$ cat src/rtl/load_store_unit_if.sv
// Data-bus bundle between the load/store unit (master) and memory (slave).
// Request side is registered in the master; ready/rdata come back from memory.
interface load_store_unit_if;
  logic        mem_req;
  logic        mem_we;
  logic [31:0] mem_addr;
  logic [31:0] mem_wdata;
  logic [3:0]  mem_be;
  logic        mem_ready;
  logic [31:0] mem_rdata;

  modport master (
    output mem_req, mem_we, mem_addr, mem_wdata, mem_be,
    input  mem_ready, mem_rdata
  );

  modport slave (
    input  mem_req, mem_we, mem_addr, mem_wdata, mem_be,
    output mem_ready, mem_rdata
  );
endinterface

$ cat src/rtl/load_store_unit.sv
// Turns a single-cycle MemRead/MemWrite into a req/ready bus transaction, stalling the core
// until DONE; handles byte enables, store lane replication, load extension and error flags.
module load_store_unit #(
  parameter int unsigned TIMEOUT = 16
) (
  input  logic                     clk,
  input  logic                     reset,
  input  logic [31:0]              ALUResult,
  input  logic [31:0]              WriteData,
  input  logic                     MemRead,
  input  logic                     MemWrite,
  input  logic [2:0]               funct3,
  load_store_unit_if.master        bus,
  output logic [31:0]              ReadData,
  output logic                     Stall,
  output logic                     MisalignedErr,
  output logic                     BusErr
);

  localparam logic [1:0] StIdle   = 2'd0;
  localparam logic [1:0] StAccess = 2'd1;
  localparam logic [1:0] StDone   = 2'd2;

  localparam int unsigned CntW = (TIMEOUT > 1) ? $clog2(TIMEOUT) : 1;

  logic [1:0]      state_q, state_d;
  logic [CntW-1:0] cnt_q, cnt_d;
  logic            req_q, req_d;
  logic            we_q, we_d;
  logic [31:0]     addr_q, addr_d;
  logic [31:0]     wdata_q, wdata_d;
  logic [3:0]      be_q, be_d;
  logic [1:0]      lane_q, lane_d;
  logic [2:0]      f3_q, f3_d;
  logic [31:0]     rdata_q, rdata_d;
  logic            mis_q, mis_d;
  logic            berr_q, berr_d;

  // Size decode: funct3[1:0] 00 = byte, 01 = half, anything else = word.
  logic        is_byte, is_half, misaligned, request;
  logic [3:0]  be_st;
  logic [31:0] wdata_st;
  logic [31:0] lane_sh, ext;

  assign request = MemRead | MemWrite;
  assign is_byte = (funct3[1:0] == 2'b00);
  assign is_half = (funct3[1:0] == 2'b01);

  always_comb begin
    misaligned = 1'b0;
    be_st      = 4'b1111;
    wdata_st   = WriteData;
    if (is_byte) begin
      be_st    = 4'b0001 << ALUResult[1:0];
      wdata_st = {4{WriteData[7:0]}};
    end else if (is_half) begin
      misaligned = ALUResult[0];
      be_st      = 4'b0011 << ALUResult[1:0];
      wdata_st   = {2{WriteData[15:0]}};
    end else begin
      misaligned = (ALUResult[1:0] != 2'b00);
    end
  end

  // Extension uses the latched lane and size, not the live inputs.
  always_comb begin
    lane_sh = bus.mem_rdata >> {lane_q, 3'b000};
    if (f3_q[1:0] == 2'b00) begin
      ext = f3_q[2] ? {24'd0, lane_sh[7:0]} : {{24{lane_sh[7]}}, lane_sh[7:0]};
    end else if (f3_q[1:0] == 2'b01) begin
      ext = f3_q[2] ? {16'd0, lane_sh[15:0]} : {{16{lane_sh[15]}}, lane_sh[15:0]};
    end else begin
      ext = bus.mem_rdata;
    end
  end

  always_comb begin
    state_d = state_q;
    cnt_d   = cnt_q;
    req_d   = req_q;
    we_d    = we_q;
    addr_d  = addr_q;
    wdata_d = wdata_q;
    be_d    = be_q;
    lane_d  = lane_q;
    f3_d    = f3_q;
    rdata_d = rdata_q;
    mis_d   = 1'b0;
    berr_d  = 1'b0;
    case (state_q)
      StIdle: begin
        if (request) begin
          if (misaligned) begin
            state_d = StDone;
            mis_d   = 1'b1;
            rdata_d = 32'd0;
          end else begin
            state_d = StAccess;
            req_d   = 1'b1;
            we_d    = MemWrite;
            addr_d  = {ALUResult[31:2], 2'b00};
            be_d    = MemWrite ? be_st : 4'b1111;
            wdata_d = wdata_st;
            lane_d  = ALUResult[1:0];
            f3_d    = funct3;
            cnt_d   = '0;
          end
        end
      end
      StAccess: begin
        if (bus.mem_ready) begin
          req_d   = 1'b0;
          cnt_d   = '0;
          state_d = StDone;
          if (!we_q) rdata_d = ext;
        end else if (cnt_q == CntW'(TIMEOUT - 1)) begin
          req_d   = 1'b0;
          cnt_d   = '0;
          berr_d  = 1'b1;
          rdata_d = 32'd0;
          state_d = StDone;
        end else begin
          cnt_d = cnt_q + CntW'(1);
        end
      end
      default: state_d = StIdle;
    endcase
  end

  always_ff @(posedge clk) begin
    if (reset) begin
      state_q <= StIdle;
      cnt_q   <= '0;
      req_q   <= 1'b0;
      we_q    <= 1'b0;
      addr_q  <= 32'd0;
      wdata_q <= 32'd0;
      be_q    <= 4'd0;
      lane_q  <= 2'd0;
      f3_q    <= 3'd0;
      rdata_q <= 32'd0;
      mis_q   <= 1'b0;
      berr_q  <= 1'b0;
    end else begin
      state_q <= state_d;
      cnt_q   <= cnt_d;
      req_q   <= req_d;
      we_q    <= we_d;
      addr_q  <= addr_d;
      wdata_q <= wdata_d;
      be_q    <= be_d;
      lane_q  <= lane_d;
      f3_q    <= f3_d;
      rdata_q <= rdata_d;
      mis_q   <= mis_d;
      berr_q  <= berr_d;
    end
  end

  assign Stall         = ((state_q == StIdle) & request) | (state_q == StAccess);
  assign bus.mem_req   = req_q;
  assign bus.mem_we    = we_q;
  assign bus.mem_addr  = addr_q;
  assign bus.mem_wdata = wdata_q;
  assign bus.mem_be    = be_q;
  assign ReadData      = rdata_q;
  assign MisalignedErr = mis_q;
  assign BusErr        = berr_q;

endmodule
$ cat src/flat_wrapper.sv
// flat-port wrapper written by rule: the top's interface ports become plain ports
module load_store_unit_flat 
#(
  parameter int unsigned TIMEOUT = 16
)
  (clk, reset, ALUResult, WriteData, MemRead, MemWrite, funct3, ReadData, Stall, MisalignedErr, BusErr, bus_mem_req, bus_mem_we, bus_mem_addr, bus_mem_wdata, bus_mem_be, bus_mem_ready, bus_mem_rdata);
  load_store_unit_if bus_i ();
  input  logic clk;
  input  logic reset;
  input  logic [31:0] ALUResult;
  input  logic [31:0] WriteData;
  input  logic MemRead;
  input  logic MemWrite;
  input  logic [2:0] funct3;
  output logic [31:0] ReadData;
  output logic Stall;
  output logic MisalignedErr;
  output logic BusErr;
  output wire logic [$bits(bus_i.mem_req)-1:0] bus_mem_req;
  output wire logic [$bits(bus_i.mem_we)-1:0] bus_mem_we;
  output wire logic [$bits(bus_i.mem_addr)-1:0] bus_mem_addr;
  output wire logic [$bits(bus_i.mem_wdata)-1:0] bus_mem_wdata;
  output wire logic [$bits(bus_i.mem_be)-1:0] bus_mem_be;
  input wire logic [$bits(bus_i.mem_ready)-1:0] bus_mem_ready;
  input wire logic [$bits(bus_i.mem_rdata)-1:0] bus_mem_rdata;
  assign bus_mem_req = bus_i.mem_req;
  assign bus_mem_we = bus_i.mem_we;
  assign bus_mem_addr = bus_i.mem_addr;
  assign bus_mem_wdata = bus_i.mem_wdata;
  assign bus_mem_be = bus_i.mem_be;
  assign bus_i.mem_ready = bus_mem_ready;
  assign bus_i.mem_rdata = bus_mem_rdata;
  load_store_unit #(.TIMEOUT(TIMEOUT)) u_core (.clk(clk), .reset(reset), .ALUResult(ALUResult), .WriteData(WriteData), .MemRead(MemRead), .MemWrite(MemWrite), .funct3(funct3), .bus(bus_i), .ReadData(ReadData), .Stall(Stall), .MisalignedErr(MisalignedErr), .BusErr(BusErr));
endmodule
$ cat config.mk
export PLATFORM = sky130hd
export DESIGN_NAME = load_store_unit_flat
export DESIGN_NICKNAME = d
export VERILOG_FILES = /design/src/rtl/load_store_unit_if.sv /design/src/rtl/load_store_unit.sv /design/src/flat_wrapper.sv
export SDC_FILE = /design/constraint.sdc
export NUM_CORES = 1
export LEC_CHECK = 0
export CAP_MARGIN = 20
export CORE_ASPECT_RATIO = 1.5
export CORE_MARGIN = 5
export CORE_UTILIZATION = 39
export DETAILED_ROUTE_END_ITERATION = 10
export PLACE_DENSITY = 0.8
export RECOVER_POWER = 25
export SYNTH_ARGS = -nofsm -noshare
export SYNTH_HDL_FRONTEND = slang
export SYNTH_SLANG_ARGS = --single-unit
$ cat constraint.sdc
create_clock -name clk -period 2.02 [get_ports clk]
set_input_delay 0.202 -clock clk [delete_from_list [all_inputs] [get_ports clk]]
set_output_delay 0.202 -clock clk [all_outputs]
set_load 0.02 [all_outputs]
==> results.md, run 1 <==
- Outcome: finished clean
- Core area: between 0.01 and 0.015 mm2
- Slowest CP cell: dfxtp_4
- Cells along the critical path: ha_4, nand3_4, a311o_1, o31a_1, buf_12, a221o_1
- Ys Warns: 0
- Worst-Margin Slew: 666 ps
- Buffers on Ports: 206
- Overflow after GRT: 0
- Starting DRT DRC Count: around 160
- Worst hold slack: around 150 ps
- PD cells: between 900 and 1000 mW/mm2
- Gr usage total: about 22%
- Slew headroom: around 56%
- Pleak: between 0.003 and 0.004 uW
- CP endpoint kind: flop
- H-tree depth: 4
- Biggest area consumer among synthesized cells: dfxtp_1
- RSZ-0062 raised after global routing: yes
- Nets: slightly above 900
- Max Cap Viol: 0
- FP Rows: 50
- Initial antenna violation count: 0
- Startpoint class of the critical path: flop
- Avg Inst Size Synth: a little over 8 um2
- EDFF count, synth: 0
- Worst Setup Slack, final: ~40 ps
- Sw power: 2000 uW
- Reg power frac: between 30% and 40%
- Filler Cell Count: 991
- Hold Fails Final Rpt: 0
- Ports: between 200 and 250
- Net Sw Frac: a little over a quarter
- Die height: roughly 150 um
- Antenna viol nets, final: 0
- Clk_lat worst skew: ~400 ps
- Crit Path Max Fanout: 28
- Number of global-route vias before repair: 5,341
- Clock transition at the registers of the reported paths: 50 ps
- Worst min path class: in2reg
- Final core occ: between 60% and 70%
- Number of library cell types mapped by synthesis: between 40 and 50
- Mapped cell area: between 0.004 and 0.005 mm2
- CTS root buf: clkbuf_16
- Tmin final: 1980 ps
- Wire length per cell: about 17 um
- Ys flop type: dfxtp_1
- Clock network fraction of design power: 45.2%
- Ys async rst share: 0%
- Register area share after synthesis: 45.9%
- TritonCTS clock tree: built
- Layout area overhead: 62.8%
- Cells after DPL: approximately 950
- Initial Util: just under 40%
- Hold_buf cts: 0
- Drt pass-1 iters: 5
- Via count: approximately 5,200
- Detailed Route WL: 16.5 mm
- Maximum VDD drop: approximately 0.77 mV
- # clock sinks: about 110
- Vias per inst: 5.27
- Combinational power share: a little over a fifth
- Die width: ~100 um
- Total CTS buffers: 17
- Dpl hpwl: ~12 mm
- # setup viols final: 0
- Critical path required time: 2300 ps
- Max Buffers Root-to-Sink: 2
- RD Place Congestion: ~0.87
- FF+latch count, synth: between 100 and 150
- Post-CTS setup buffers: 0
- Crit-path max cell delay: 370 ps
- WP data arrival: approximately 2300 ps
- Crit Path Category: reg2reg
- Die footprint: around 0.015 mm2
- Global-route wire length before repair: approximately 26 mm
- Post-layout instance count excluding filler cells: a little under 1,000
- Most frequent cell after synthesis: nand2_1
- TNS Setup: 0 ps
- Max-slew violation count: 0
- Synth top area cells: dfxtp_1, nand2_1, a21oi_1
- Internal Pwr Total: approximately 5400 uW
- Post-synth top area share: a little under half
- Final worst path period share: 98.0%
- Max frequency: between 500 and 600 MHz
- Drc violations: 0
- Cells after Synth: 594
- Top cells by count, synth: nand2_1, dfxtp_1, a21oi_1
- ANT cells: 0
- Dpl ws: -184 ps
- Largest net degree at the start of global routing: 65
- Skew final: between 10 and 15 ps
- Layout cells sized above 1: under 10%
-- area by class of cell --
class / count / area, um2 / area share, %
Clock inverter: 12 / 204 / 2.54
Tap cell: 156 / 195 / 2.43
Sequential cell: 113 / 2270 / 28.2
Multi-Input combinational cell: 427 / 2450 / 30.5
Inverter: 9 / 33.8 / 0.421
Timing Repair Buffer: 243 / 2420 / 30.1
Clock buffer: 20 / 457 / 5.69
-- worst paths after layout --
kind / from / to / slack [ps] / depth (start not counted)
max: u_core.cnt_q[0] / u_core.ReadData[12] / 40 / 6
max reg2reg: u_core.cnt_q[0] / u_core.ReadData[12] / 40 / 6
min reg2reg: u_core.ReadData[3] / u_core.ReadData[3] / 440 / 2
min: reset / u_core.bus.mem_be[3] / 150 / 2
-- layer usage --
layer / GRT usage [%] / routed length [um] / vias to the layer above
met5: 0 / 0 / -
met4: 11.8 / 639 / 0
met3: 7.22 / 1290 / 45
met2: 39.7 / 8890 / 205
met1: 20.7 / 5680 / 2399
li1: - / - / 2514
-- registers in the layout, indices dropped and copies added, names as in the netlist --
register	count
u_core.bus.mem_we	1
u_core.cnt_q	4
u_core.bus.mem_wdata	32
u_core.bus.mem_addr	30
u_core.lane_q	2
u_core.ReadData	32
u_core.MisalignedErr	1
u_core.bus.mem_req	1
u_core.BusErr	1
u_core.f3_q	3
u_core.bus.mem_be	4
u_core.state_q	2
-- power by group through the flow --
stage | combinational [uW] | sequential, uW | clock (uW)
floorplan | 586 | 2730 | 0
global placement | 1530 | 2550 | 0
detailed placement | 1560 | 2560 | 0
CTS | 1570 | 2510 | 3390
global route | 1670 | 2530 | 3500
finish | 1540 | 2510 | 3340
-- cells by family (layout without fill, tap and decap cells) --
family                   after synthesis  count (layout)  synth area share, %
adder cells (fa/ha/maj)                5               5                 1.27
AND/OR/NAND/NOR                      221             221                 18.5
multiplexers                          35              35                 7.38
flip-flops                           113             113                 45.9
buffers and inverters                 55             284                 5.02
XOR/XNOR                               2               2                0.355
other                                  1               2               0.0760
AO/OA/AOI/OAI                        162             162                 21.6
-- through the flow --
step                      area (um2)  power (uW)
final                           8030        7400
after global placement          7350        4080
after floorplan                 4940        3320
after global routing            8030        7700
after CTS                       8010        7480
after detailed placement        7350        4120
-- critical path: cells and delay by family, from the launching register on --
kind / cells / cell delay (ps)
adders and majority gates: 1 / 160
DFF: 1 / 370
AOI/OAI and AO/OA: 3 / 1060
and+or+nand+nor: 1 / 80
buffers and inverters: 1 / 170
-- timing repair --
item                                    in CTS  in global routing
endpoints found under the setup margin      23                 22
gates resized for setup                      4                  3
pin swaps                                    1                  2
-- cells in the final DEF, fill, tap and decap left out, drive strengths merged, types with 22 or more instances in the layout --
master         count
o21ai             29
dlygate4sd3       49
dfxtp            113
nand2            140
a221o             22
nor2              49
clkdlybuf4s50    155
buf               38
mux2i             33
a21oi             72
No activity file was read; power rests on OpenSTA's default activity.
==> run 2, diff against run 1 <==
--- a/config.mk
+++ b/config.mk
@@ -9,7 +9,7 @@
 export CORE_ASPECT_RATIO = 1.5
 export CORE_MARGIN = 5
-export CORE_UTILIZATION = 39
+export CORE_UTILIZATION = 30
 export DETAILED_ROUTE_END_ITERATION = 10
-export PLACE_DENSITY = 0.8
+export PLACE_DENSITY = 0.65
 export RECOVER_POWER = 25
 export SYNTH_ARGS = -nofsm -noshare
==> constraint.sdc (replaced) <==
create_clock -name clk -period 2.02 [get_ports clk]
set_input_delay 0.303 -clock clk [delete_from_list [all_inputs] [get_ports clk]]
set_output_delay 0.303 -clock clk [all_outputs]
set_load 0.02 [all_outputs]
==> run 2 against run 1 <==
  * Utilization down 14 points
  * Setup slack better by 67 ps
  * Die area grew 27%
  * Critical path type is now in2reg
  * Largest power group unchanged
  * Highest routed layer unchanged
==> results.md, run 2 (same netlist as run 1, synthesis figures left out) <==
- TritonCTS clock tree: built
- Nets: a little over 900
- Overflow after GRT: 0
- Clock network fraction of design power: 45.7%
- Crit Path Category: in2reg
- Worst min path class: in2reg
- Vias per inst: roughly 4.8
- Layer with the highest usage: met2
- Gr usage total: roughly 17%
- Ports: around 210
- Hold Path Cell Cnt: 2
- Largest net degree at the start of global routing: between 70 and 80
- # clock sinks: 113
- FP Rows: 57
- Hold_buf cts: 0
- GRT met1 Usage: 18.3%
- Crit path buffers/inverters: 3
- Die width: about 110 um
- Outcome: finished clean
- TNS Setup: 0 ps
- Detailed Route WL: roughly 17 mm
- Hold path startpoint: reset
- RD Place Congestion: a little over 0.8
- Max Buffers Root-to-Sink: 2
- Most frequent cells in the layout: clkdlybuf4s50_1, nand2_1, dfxtp_1, a21oi_1, nor2_1
- Final worst path period share: ~95%
- Worst hold slack: approximately 200 ps
- Clk_lat worst skew: roughly 400 ps
- Sw power: 1990 uW
- R2R Path End: u_core.ReadData[9]
- Startpoint class of the critical path: input port
- CTS root buf: clkbuf_16
- Drc violations: 0
- Max-slew violation count: 0
- Critical path required time: approximately 2300 ps
- Total design power: ~7500 uW
- Initial Util: between 30 and 40%
- WHS Endpoint: u_core.bus.mem_we
- Initial antenna violation count: 0
- Commonest non-fill, non-tap cell in the layout: clkdlybuf4s50_1
- Hold Fails Final Rpt: 0
- # setup viols final: 0
- Worst-Margin Slew: between 800 and 900 ps
- FF-to-FF Start: u_core.cnt_q[0]
- Maximum VDD drop: 0.560 mV
- Layout area overhead: 65.0%
- Wire length per cell: around 16 um
- GRT met3 Usage: approximately 5.6%
- H-tree depth: 4
- Reg power frac: between 30% and 40%
- Skew final: ~8.1 ps
- Clock transition at the registers of the reported paths: roughly 60 ps
- RSZ-0062 raised after global routing: no
- Buffers on Ports: 206
- Die height: between 150 and 200 um
- Pleak: between 0.003 and 0.004 uW
- Combinational power share: 20.9%
- Crit Path Max Fanout: 25
- Internal Pwr Total: 5510 uW
- Global-route wire length before repair: around 27 mm
- Total CTS buffers: 17
- Antenna viol nets, final: 0
- WP data arrival: 2200 ps
- Net Sw Frac: a little over a quarter
- Post-CTS setup buffers: 0
- CP endpoint kind: flop
- Worst path top cell family by delay: buffers and inverters
- Number of global-route vias before repair: 5,042
- Cells along the critical path: clkdlybuf4s50_1, inv_1, ha_1, nand2b_1, and3_1, o31a_1, buf_12, a221o_1
- Starting DRT DRC Count: about 250
- ANT cells: 0
- Crit-path max cell delay: ~480 ps
- Core area: 0.0162 mm2
- M2 GR Usage: 31.8%
- Layout cells sized above 1: between 10% and 20%
- R2R cell count: 6
- Max Cap Viol: 0
- Slowest CP cell: clkdlybuf4s50_1
- Dpl hpwl: approximately 12 mm
- Slew headroom: 46.0%
- Die footprint: around 0.019 mm2
- R2R setup slack: 120 ps
- PD cells: ~920 mW/mm2
- Tmin final: 1910 ps
- Via count: between 4,000 and 5,000
- Drt pass-1 iters: 4
- Max frequency: roughly 520 MHz
-- run 2: how the worst max path moves through the flow --
stage	slack [ps]	cells past startpoint	from	endpoint
2_1_floorplan	90	6	u_core.cnt_q[0]	u_core.ReadData[11]
3_3_place_gp	-250	8	ALUResult[0]	u_core.ReadData[22]
3_5_place_dp	-270	8	ALUResult[0]	u_core.ReadData[29]
4_1_cts	7	6	u_core.cnt_q[1]	u_core.ReadData[17]
5_1_grt	1	7	u_core.lane_q[0]	u_core.ReadData[14]
6_report	110	8	ALUResult[0]	u_core.ReadData[9]
-- run 2: through the flow --
stage / worst slack, ps / cells / area [um2] / util, %
2_1_floorplan: 94.8 / 595 / 4940 / -
3_3_place_gp: -247 / 1003 / 7460 / 46.1
3_5_place_dp: -269 / 1003 / 7460 / 46.1
4_1_cts: 6.84 / 1035 / 8140 / 50.3
5_1_grt: 1.09 / 1035 / 8140 / 50.3
6_report: 107 / 1035 / 8140 / 50.3
-- run 2: layout make-up --
class,count,area [um2]
clock buffer,19,443
clock inverter,13,234
fill,1543,8050
inverter,9,33.8
multi-input combinational,427,2430
sequential,113,2260
tap,206,258
timing repair buffer,248,2470
-- run 2: worst reg2reg max path, cell delays in order, from the launching register on --
cell	delay, ps
dfxtp_1	330
ha_1	200
nand3_2	110
a311o_1	340
o31a_1	280
buf_12	170
a221o_1	350
-- run 2: power groups by stage --
stage / clock network (uW) / logic, uW / registers, uW
2_1_floorplan: 0 / 586 / 2730
3_3_place_gp: 0 / 1600 / 2550
3_5_place_dp: 0 / 1610 / 2550
4_1_cts: 3520 / 1620 / 2510
5_1_grt: 3620 / 1710 / 2530
6_report: 3430 / 1570 / 2500
-- run 2: repair_timing --
action                                  in CTS  in global routing
pin swaps                                    0                  3
cloned                                       0                  0
endpoints found under the setup margin       1                 29
resized for setup                            1                  4
-- run 2: routing by layer --
layer,vias up,wire length [um]
met3,16,1110
li1,2519,-
met1,2287,6340
met5,-,0
met2,150,8820
met4,0,306
